--- config.mk ---
export PLATFORM = sky130hd
export DESIGN_NAME = instruction_bus_responder
export DESIGN_NICKNAME = d
export VERILOG_FILES = /design/src/rtl/instruction_bus_responder.sv
export SDC_FILE = /design/constraint.sdc
export NUM_CORES = 1
export LEC_CHECK = 0
export BUFFER_PORTS_ARGS = -buffer_cell sky130_fd_sc_hd__buf_2
export CAP_MARGIN = 0
export CORE_UTILIZATION = 30
export CTS_BUF_LIST = sky130_fd_sc_hd__clkbuf_8
export DETAILED_ROUTE_END_ITERATION = 10
export PLACE_DENSITY = 0.66
export SETUP_SLACK_MARGIN = 0.02
export SYNTH_ARGS = -nofsm -noshare
export SYNTH_HDL_FRONTEND = slang
export SYNTH_SLANG_ARGS = --single-unit
export TNS_END_PERCENT = 10
--- constraint.sdc ---
create_clock -name clk -period 2.9 [get_ports clk]
set_clock_uncertainty 0.1 [all_clocks]
set_input_delay 0.58 -clock clk [delete_from_list [all_inputs] [get_ports clk]]
set_output_delay 0.58 -clock clk [all_outputs]
set_load 0.05 [all_outputs]
--- src/rtl/instruction_bus_responder.sv ---
// Instruction-bus responder: single-outstanding word fetch with stale-data discard.
// Optional next-word prefetch buffer compiled in with IFETCH_PREFETCH_EN.
module instruction_bus_responder #(
  parameter logic [31:0] RESET_DATA = 32'h00000013
) (
  input  logic        clk,
  input  logic        rst_n,
  input  logic        instruction_request_i,
  input  logic        flush_bus_i,
  input  logic [31:0] instruction_addr_i,
  output logic        instruction_response_o,
  output logic [31:0] instruction_data_o,
  input  logic        buffer_invalidate_i,
  output logic        mem_read_o,
  output logic [31:0] mem_addr_o,
  input  logic        mem_ack_i,
  input  logic [31:0] mem_data_i
);

`ifdef IFETCH_PREFETCH_EN
  typedef enum logic [2:0] {StIdle, StFetch, StRespond, StDrain, StPrefetch} state_e;
`else
  typedef enum logic [2:0] {StIdle, StFetch, StRespond, StDrain} state_e;
`endif

  state_e      state;
  logic [29:0] req_addr;
  logic [29:0] addr_word;
  logic        addr_match;
  logic        buf_hit;

  assign addr_word  = instruction_addr_i[31:2];
  assign addr_match = (addr_word == req_addr);

`ifdef IFETCH_PREFETCH_EN
  logic        buf_valid;
  logic [29:0] buf_addr;
  logic [31:0] buf_data;
  logic        pf_drop;
  logic        pf_keep;
  logic [29:0] next_word;
  logic        unused_bits;

  assign next_word   = req_addr + 30'd1;
  // A fence.i seen at any point while the prefetch is in flight poisons its data.
  assign pf_keep     = !pf_drop && !buffer_invalidate_i;
  assign buf_hit     = buf_valid && !buffer_invalidate_i && (buf_addr == addr_word);
  assign unused_bits = ^instruction_addr_i[1:0];
`else
  logic unused_bits;

  assign buf_hit     = 1'b0;
  assign unused_bits = ^{buffer_invalidate_i, instruction_addr_i[1:0]};
`endif

  always_ff @(posedge clk or negedge rst_n) begin
    if (!rst_n) begin
      state                  <= StIdle;
      req_addr               <= '0;
      instruction_response_o <= 1'b0;
      instruction_data_o     <= RESET_DATA;
      mem_read_o             <= 1'b0;
      mem_addr_o             <= '0;
`ifdef IFETCH_PREFETCH_EN
      buf_valid              <= 1'b0;
      buf_addr               <= '0;
      buf_data               <= '0;
      pf_drop                <= 1'b0;
`endif
    end else begin
`ifdef IFETCH_PREFETCH_EN
      if (buffer_invalidate_i) buf_valid <= 1'b0;
`endif
      case (state)
        StIdle: begin
          if (instruction_request_i) begin
            req_addr <= addr_word;
            if (buf_hit) begin
`ifdef IFETCH_PREFETCH_EN
              instruction_data_o     <= buf_data;
`endif
              instruction_response_o <= 1'b1;
              state                  <= StRespond;
            end else begin
              mem_read_o <= 1'b1;
              mem_addr_o <= {addr_word, 2'b00};
              state      <= StFetch;
            end
          end
        end
        StFetch: begin
          if (mem_ack_i) begin
            mem_read_o <= 1'b0;
            // A redirect in the ack cycle, or an address that moved, makes the data stale.
            if (!flush_bus_i && addr_match) begin
              instruction_data_o     <= mem_data_i;
              instruction_response_o <= 1'b1;
              state                  <= StRespond;
            end else begin
              state <= StIdle;
            end
          end else if (flush_bus_i) begin
            state <= StDrain;
          end
        end
        StDrain: begin
          if (mem_ack_i) begin
            mem_read_o <= 1'b0;
            state      <= StIdle;
          end
        end
        StRespond: begin
          instruction_response_o <= 1'b0;
`ifdef IFETCH_PREFETCH_EN
          req_addr   <= next_word;
          mem_read_o <= 1'b1;
          mem_addr_o <= {next_word, 2'b00};
          pf_drop    <= buffer_invalidate_i;
          state      <= StPrefetch;
`else
          state      <= StIdle;
`endif
        end
`ifdef IFETCH_PREFETCH_EN
        StPrefetch: begin
          if (buffer_invalidate_i) pf_drop <= 1'b1;
          if (mem_ack_i) begin
            mem_read_o <= 1'b0;
            if (pf_keep) begin
              buf_valid <= 1'b1;
              buf_addr  <= req_addr;
              buf_data  <= mem_data_i;
            end
            if (pf_keep && instruction_request_i && addr_match) begin
              instruction_data_o     <= mem_data_i;
              instruction_response_o <= 1'b1;
              state                  <= StRespond;
            end else begin
              state <= StIdle;
            end
          end else if (instruction_request_i && !addr_match) begin
            state <= StDrain;
          end
        end
`endif
        default: state <= StIdle;
      endcase
    end
  end

endmodule

==> results of run 1 <==
critical path, delay by kind of cell (launching register included):
kind	cells	cell delay [ns]
and+or+nand+nor	3	0.93
buffers and inverters	1	0.28
muxes	1	0.33
xor gates and xnor gates	1	0.16
DFF	1	0.40
kinds of logic (layout without fill, tap and decap cells):
kind of cell / Yosys count / count (layout) / share of synthesized area [%]
flops: 66 / 66 / 56.66
xor+xnor: 30 / 30 / 8.994
mux: 62 / 62 / 27.49
buf+inv: 10 / 152 / 2.312
compound gates: 5 / 5 / 1.113
other cells: 1 / 2 / 0.1284
simple gates: 14 / 14 / 3.298
area by class of cell:
type,count,area [µm²],area share [%]
sequential,66,1655,41.97
multi-input combinational,113,1207,30.62
timing repair buffer,134,693.2,17.58
tap,129,161.4,4.093
clock buffer,10,137.6,3.490
clock inverter,6,81.33,2.062
inverter,2,7.507,0.1904
stage by stage:
step,hold slack [ns],utilization [%],power (mW),cells
floorplan,0.1844,-,1.932,189
global placement,0.3596,39.93,2.198,444
detailed placement,0.3604,39.93,2.213,444
global route,0.2051,42.28,3.173,460
finish,0.1733,42.28,3.023,460
CTS,0.1822,42.28,3.075,460
synthesized netlist by cell type:
| master | number | share of area, % |
|---|---|---|
| conb_1 | 1 | 0.13 |
| buf_6 | 3 | 1.2 |
| dfrtp_1 | 63 | 54 |
| nand4_2 | 1 | 0.43 |
| inv_1 | 2 | 0.26 |
| o21ai_0 | 2 | 0.34 |
| nor4_2 | 1 | 0.43 |
| xor2_1 | 11 | 3.3 |
| buf_4 | 2 | 0.51 |
| clkbuf_1 | 3 | 0.39 |
| mux2_4 | 28 | 14 |
| mux2_2 | 34 | 13 |
| nand2_1 | 2 | 0.26 |
| nor3b_1 | 1 | 0.26 |
| a21o_1 | 2 | 0.51 |
| xnor2_1 | 19 | 5.7 |
| nand3_1 | 1 | 0.17 |
| nand4_1 | 4 | 0.86 |
| or4_1 | 1 | 0.26 |
| nor4_1 | 3 | 0.64 |
| a21boi_0 | 1 | 0.26 |
| dfstp_2 | 3 | 2.7 |
registers in the layout, summed over array words and instances (netlist names):
name,count
instruction_data_o,32
instruction_response_o,1
mem_read_o,1
req_addr,30
state,2
path summary, 6_finish.rpt:
kind	startpoint	slack, ns	cells after the start	to
setup / recovery	req_addr[7]	0.57	6	instruction_data_o[11]
hold / removal	rst_n	0.17	1	req_addr[29]
setup reg to reg	req_addr[7]	0.57	6	instruction_data_o[11]
hold reg to reg	mem_read_o	0.37	1	mem_read_o
max in group asynchronous	rst_n	1.83	2	instruction_data_o[4]
min in group clk	mem_read_o	0.37	1	mem_read_o
power breakdown:
part / switching (mW) / internal (mW) / leakage, nW
clock: 0.341 / 0.502 / 0.113
combinational: 0.682 / 0.326 / 1.14
sequential: 0.116 / 1.06 / 0.837
cells in the final DEF, fill, tap and decap left out, drive strengths merged:
cell	n
nand4	5
a21boi	1
nor4	4
mux2	62
o21ai	2
or4	1
bufinv	2
nand3	1
xnor2	19
a21o	2
dfstp	3
nand2	2
xor2	11
conb	2
dfrtp	63
nor3b	1
clkinvlp	1
inv	3
clkbuf	10
buf	134
clkinv	2
routing by layer:
layer | vias up | wire length (µm) | track usage [%]
met5 | - | 0 | 0
met4 | 0 | 63 | 4.013
met3 | 7 | 434 | 4.924
met2 | 70 | 2926 | 19.86
met1 | 957 | 2539 | 13.85
li1 | 923 | - | -
==> impl_metrics.env, run 1 <==
export IMPL_grtUsageTotal_pct=11.91
export IMPL_cpPeakStageDelay_ns=0.52
export IMPL_numClockSinks=66
export IMPL_die_x_um=100.7
export IMPL_cts_root_buf="clkbuf_8"
export IMPL_rsz0062_at_grt="false"
export IMPL_drc_errors=0
export IMPL_cp_arrival_ns=2.44
export IMPL_tightest_slew_ns=0.6509
export IMPL_slew_headroom_pct=56.61
export IMPL_path_class="register to register"
export IMPL_io_buffer_count=130
export IMPL_status="finished, final reports clean"
export IMPL_finalSetupViolCount=0
export IMPL_cp_max_fo=19
export IMPL_finalWeightedCongestion=0.7009
export IMPL_start_util_pct=31.32
export IMPL_ys_seq_area_share_pct=56.66
export IMPL_cts_max_path_buffers=2
export IMPL_die_height_um=100.7
export IMPL_yosys_cell_types_count=22
export IMPL_final_nets=396
export IMPL_dr_pass1_iters=4
export IMPL_pwr_density_cell_nw_per_um2=766.5
export IMPL_cts_tree="built"
export IMPL_ir_worst_vdd_mv=0.4459
export IMPL_grt_pass1_wl_um=9294
export IMPL_syn_inst=188
export IMPL_hp_class="primary input to asynchronous set/reset pin"
export IMPL_fin_crit_ns=2.327
export IMPL_syn_area_um2=2922
export IMPL_yosys_register_bits=66
export IMPL_post_route_period_util_pct=80.24
export IMPL_hpwl_um=4463
export IMPL_finalSetupTns_ns=0
export IMPL_avgSynthCellArea_um2=15.54
export IMPL_drtIter0Drc=31
export IMPL_core_um2=9328
export IMPL_max_cap_violations=0
export IMPL_critPathSlowestCell="or4_1"
export IMPL_wl_per_cell_um=12.97
export IMPL_vias=1957
export IMPL_antennaDiodeCount=0
export IMPL_post_cts_buffers=0
export IMPL_fin_area_um2=3944
export IMPL_drv_slew=0
export IMPL_clkSlewWorstSetupHoldPaths_ns=0.07
export IMPL_clkLatencyLatePin_ns=0.33
export IMPL_antenna_found_initial=0
export IMPL_cts_hold_buf=0
export IMPL_wirelength_um=5964
export IMPL_crit_chain="xor2_1, or4_1, nor4_2, nand4_2, buf_4, mux2_4"
export IMPL_rows=35
export IMPL_cts_resized=0
export IMPL_antenna_left=0
export IMPL_yosysWarnings=0
export IMPL_dpl_instance_area_um2=3725
export IMPL_grt_max_degree=40
export IMPL_syn2layout_area_growth_pct=34.99
export IMPL_cp_start_kind="register"
export IMPL_cp_end_kind="register"
export IMPL_cp_required_ns=3.01
export IMPL_grt_pass1_vias=1967
export IMPL_cts_buffers_inserted=9
export IMPL_num_io_pins=136
export IMPL_htreeDepth=3
export IMPL_timing_final_ws_setup_ns=0.5732
export IMPL_via_per_inst=4.254
export IMPL_place_ws_ns=0.2823
export IMPL_die_area_um2=10140
export IMPL_fill_cells=917
export IMPL_leakage_nw=2.091
export IMPL_layout_drive_gt1_share_pct=65.56
export IMPL_hold_viol=0
export IMPL_overflow=0
export IMPL_timing_fmax_mhz=429.8
Power figures use the tool's default switching activity.
==> run 2: changes to the inputs <==
- ABC_AREA: unset -> 1
- clock period: 2.9 -> 1.9 ns (I/O delays scaled with it)
==> impl_metrics.env, run 2 <==
export IMPL_hpwl_um=6100
export IMPL_overflow=0
export IMPL_drv_slew=0
export IMPL_yosys_cell_types_count=21
export IMPL_cp_arrival_ns=1.86
export IMPL_reg2reg_to="instruction_data_o[7]"
export IMPL_clkSlewWorstSetupHoldPaths_ns=0.08
export IMPL_critPathSlowestCell="dfrtp_1"
export IMPL_wirelength_um=8114
export IMPL_crit_family="simple AND/OR/NAND/NOR gates"
export IMPL_drc_errors=0
export IMPL_avgSynthCellArea_um2=7.122
export IMPL_grt_max_degree=67
export IMPL_finalSetupTns_ns=0
export IMPL_ir_worst_vdd_mv=0.7055
export IMPL_crit_chain="inv_1, nand2_1, nand2_1, nand2_1, inv_1, nand2_1, nor2_1, nand2_2, nor2_4, buf_12, nand3_1, nand2_1"
export IMPL_final_nets=677
export IMPL_critPathLaunch="req_addr[20]"
export IMPL_cts_max_path_buffers=2
export IMPL_syn2layout_area_growth_pct=31.25
export IMPL_die_x_um=108.1
export IMPL_cpPeakStageDelay_ns=0.41
export IMPL_die_area_um2=11680
export IMPL_synth_top_cell_by_area="dfrtp_1"
export IMPL_io_buffer_count=130
export IMPL_finalSetupViolCount=0
export IMPL_final_cell_mix="nand2_1 (208), buf_2 (130), inv_1 (74), dfrtp_1 (62), nand3_1 (34)"
export IMPL_cp_start_kind="register"
export IMPL_vias=3238
export IMPL_final_cell_count_no_fill=752
export IMPL_layout_commonest_cell="nand2_1"
export IMPL_rows=38
export IMPL_ys_seq_area_share_pct=49.04
export IMPL_pwr_density_cell_nw_per_um2=1380
export IMPL_placed_cells=734
export IMPL_dr_pass1_iters=4
export IMPL_max_cap_violations=0
export IMPL_top_register="instruction_data_o"
export IMPL_die_height_um=108.1
export IMPL_hold_viol=0
export IMPL_numClockSinks=66
export IMPL_htreeDepth=3
export IMPL_clkLatencyLatePin_ns=0.34
export IMPL_wl_per_cell_um=10.79
export IMPL_layout_drive_gt1_share_pct=27.78
export IMPL_yosysWarnings=0
export IMPL_leakage_nw=2.743
export IMPL_cts_tree="built"
export IMPL_largest_register_ffs=32
export IMPL_syn_area_um2=3376
export IMPL_antennaDiodeCount=0
export IMPL_finalWeightedCongestion=0.7129
export IMPL_r2r_cells=12
export IMPL_path_buf_inv=3
export IMPL_hp_class="primary input to register"
export IMPL_core_um2=10890
export IMPL_path_class="register to register"
export IMPL_status="finished, final reports clean"
export IMPL_crit_cells=12
export IMPL_timing_fmax_mhz=596.1
export IMPL_cp_end_kind="register"
export IMPL_antenna_found_initial=0
export IMPL_yosysMostFrequentCell="nand2_1"
export IMPL_cts_buffers_inserted=9
export IMPL_crit_end="instruction_data_o[7]"
export IMPL_async_reset_ff_share_pct=100.0
export IMPL_crit_top_cell="nand2_1"
export IMPL_reg_top3="instruction_data_o (32), req_addr (30), state (2)"
export IMPL_worstReg2RegStart="req_addr[20]"
export IMPL_synth_area_leaders="dfrtp_1 (47%), nand2_1 (23%), inv_1 (8.2%)"
export IMPL_cts_root_buf="clkbuf_8"
export IMPL_grt_pass1_wl_um=13460
export IMPL_ys_flop_type="dfrtp_1"
export IMPL_grt_pass1_vias=2984
export IMPL_grtUsageTotal_pct=14.85
export IMPL_r2r_slack_ns=0.22
export IMPL_rsz0062_at_grt="false"
export IMPL_cp_max_fo=33
export IMPL_start_util_pct=31.00
export IMPL_cp_required_ns=2.08
export IMPL_yosys_register_bits=66
export IMPL_netlist_area_leader_share_pct=46.70
export IMPL_antenna_left=0
export IMPL_num_io_pins=136
export IMPL_synth_commonest_cells="nand2_1 (209), inv_1 (74), dfrtp_1 (63)"
export IMPL_drtIter0Drc=139
export IMPL_syn_inst=474
export IMPL_fin_crit_ns=1.678
export IMPL_post_route_period_util_pct=88.30
export IMPL_via_per_inst=4.306
export IMPL_synth_edf_count=0
-- run 2: metrics by stage --
stage          worst slack (ns)  area (µm²)  hold WS, ns  power (mW)  util [%]
2_1_floorplan            0.1049        3379     -0.01559       4.089         -
3_3_place_gp             0.1008        4173       0.3287       4.726     38.32
3_5_place_dp            0.04955        4173       0.3348       4.806     38.32
4_1_cts                  0.1320        4410       0.1266       6.180     40.51
5_1_grt                 0.01796        4431       0.1308       6.574     40.69
6_report                 0.2224        4431       0.1441       6.114     40.69
-- run 2: worst min-delay path by stage --
stage                  startpoint                     end  slack, ns  cells past startpoint
floorplan                   rst_n  instruction_data_o[10]      -0.02                      0
global placement            rst_n   instruction_data_o[3]       0.33                      2
detailed placement          rst_n  instruction_data_o[12]       0.33                      2
CTS                 mem_data_i[0]   instruction_data_o[0]       0.13                      3
global route        mem_data_i[0]   instruction_data_o[0]       0.13                      3
finish              mem_data_i[0]   instruction_data_o[0]       0.14                      3
-- run 2: what timing repair did --
item                                   4_1_cts  5_1_grt
resized for setup                            0        4
endpoints found under the hold margin       63        0
setup endpoints to repair                    0       29
setup buffers                                0        1
hold buffers                                 1        0
-- run 2: area by class of cell --
| class | count | area (µm²) |
|---|---|---|
| repair buffers | 139 | 762.0 |
| clock buffers | 10 | 137.6 |
| inverters | 77 | 289.0 |
| clock inverters | 6 | 90.09 |
| multi-input cells | 314 | 1320 |
| fillers | 1143 | 6457 |
| well taps | 140 | 175.2 |
| flip-flops and latches | 66 | 1657 |
-- run 2: kinds of logic (layout without fill, tap and decap cells) --
family	Yosys count	in the layout	synth area share, %
AO/OA/AOI/OAI	33	33	4.892
XOR/XNOR	3	3	0.7785
buffers and inverters	95	232	12.27
flip-flops	66	66	49.04
multiplexers	1	1	0.3336
other	1	2	0.1111
AND/OR/NAND/NOR	275	275	32.58
-- run 2: report_power, final --
| group | internal, mW | switching (mW) |
|---|---|---|
| Clock | 0.776 | 0.568 |
| Sequential | 1.74 | 0.338 |
| Combinational | 0.720 | 1.97 |
| Total | 3.24 | 2.88 |
-- run 2: metal layers --
layer  GRT usage [%]  routed length (µm)
met1           17.86                3561
met2           24.89                3965
met3           4.581                 489
met4           5.382                  98
met5               0                   0
-- run 2: worst min-delay path, cell delays in order --
cell and delay (ns):
buf_2 0.09, nand3_1 0.07, nand2_1 0.05
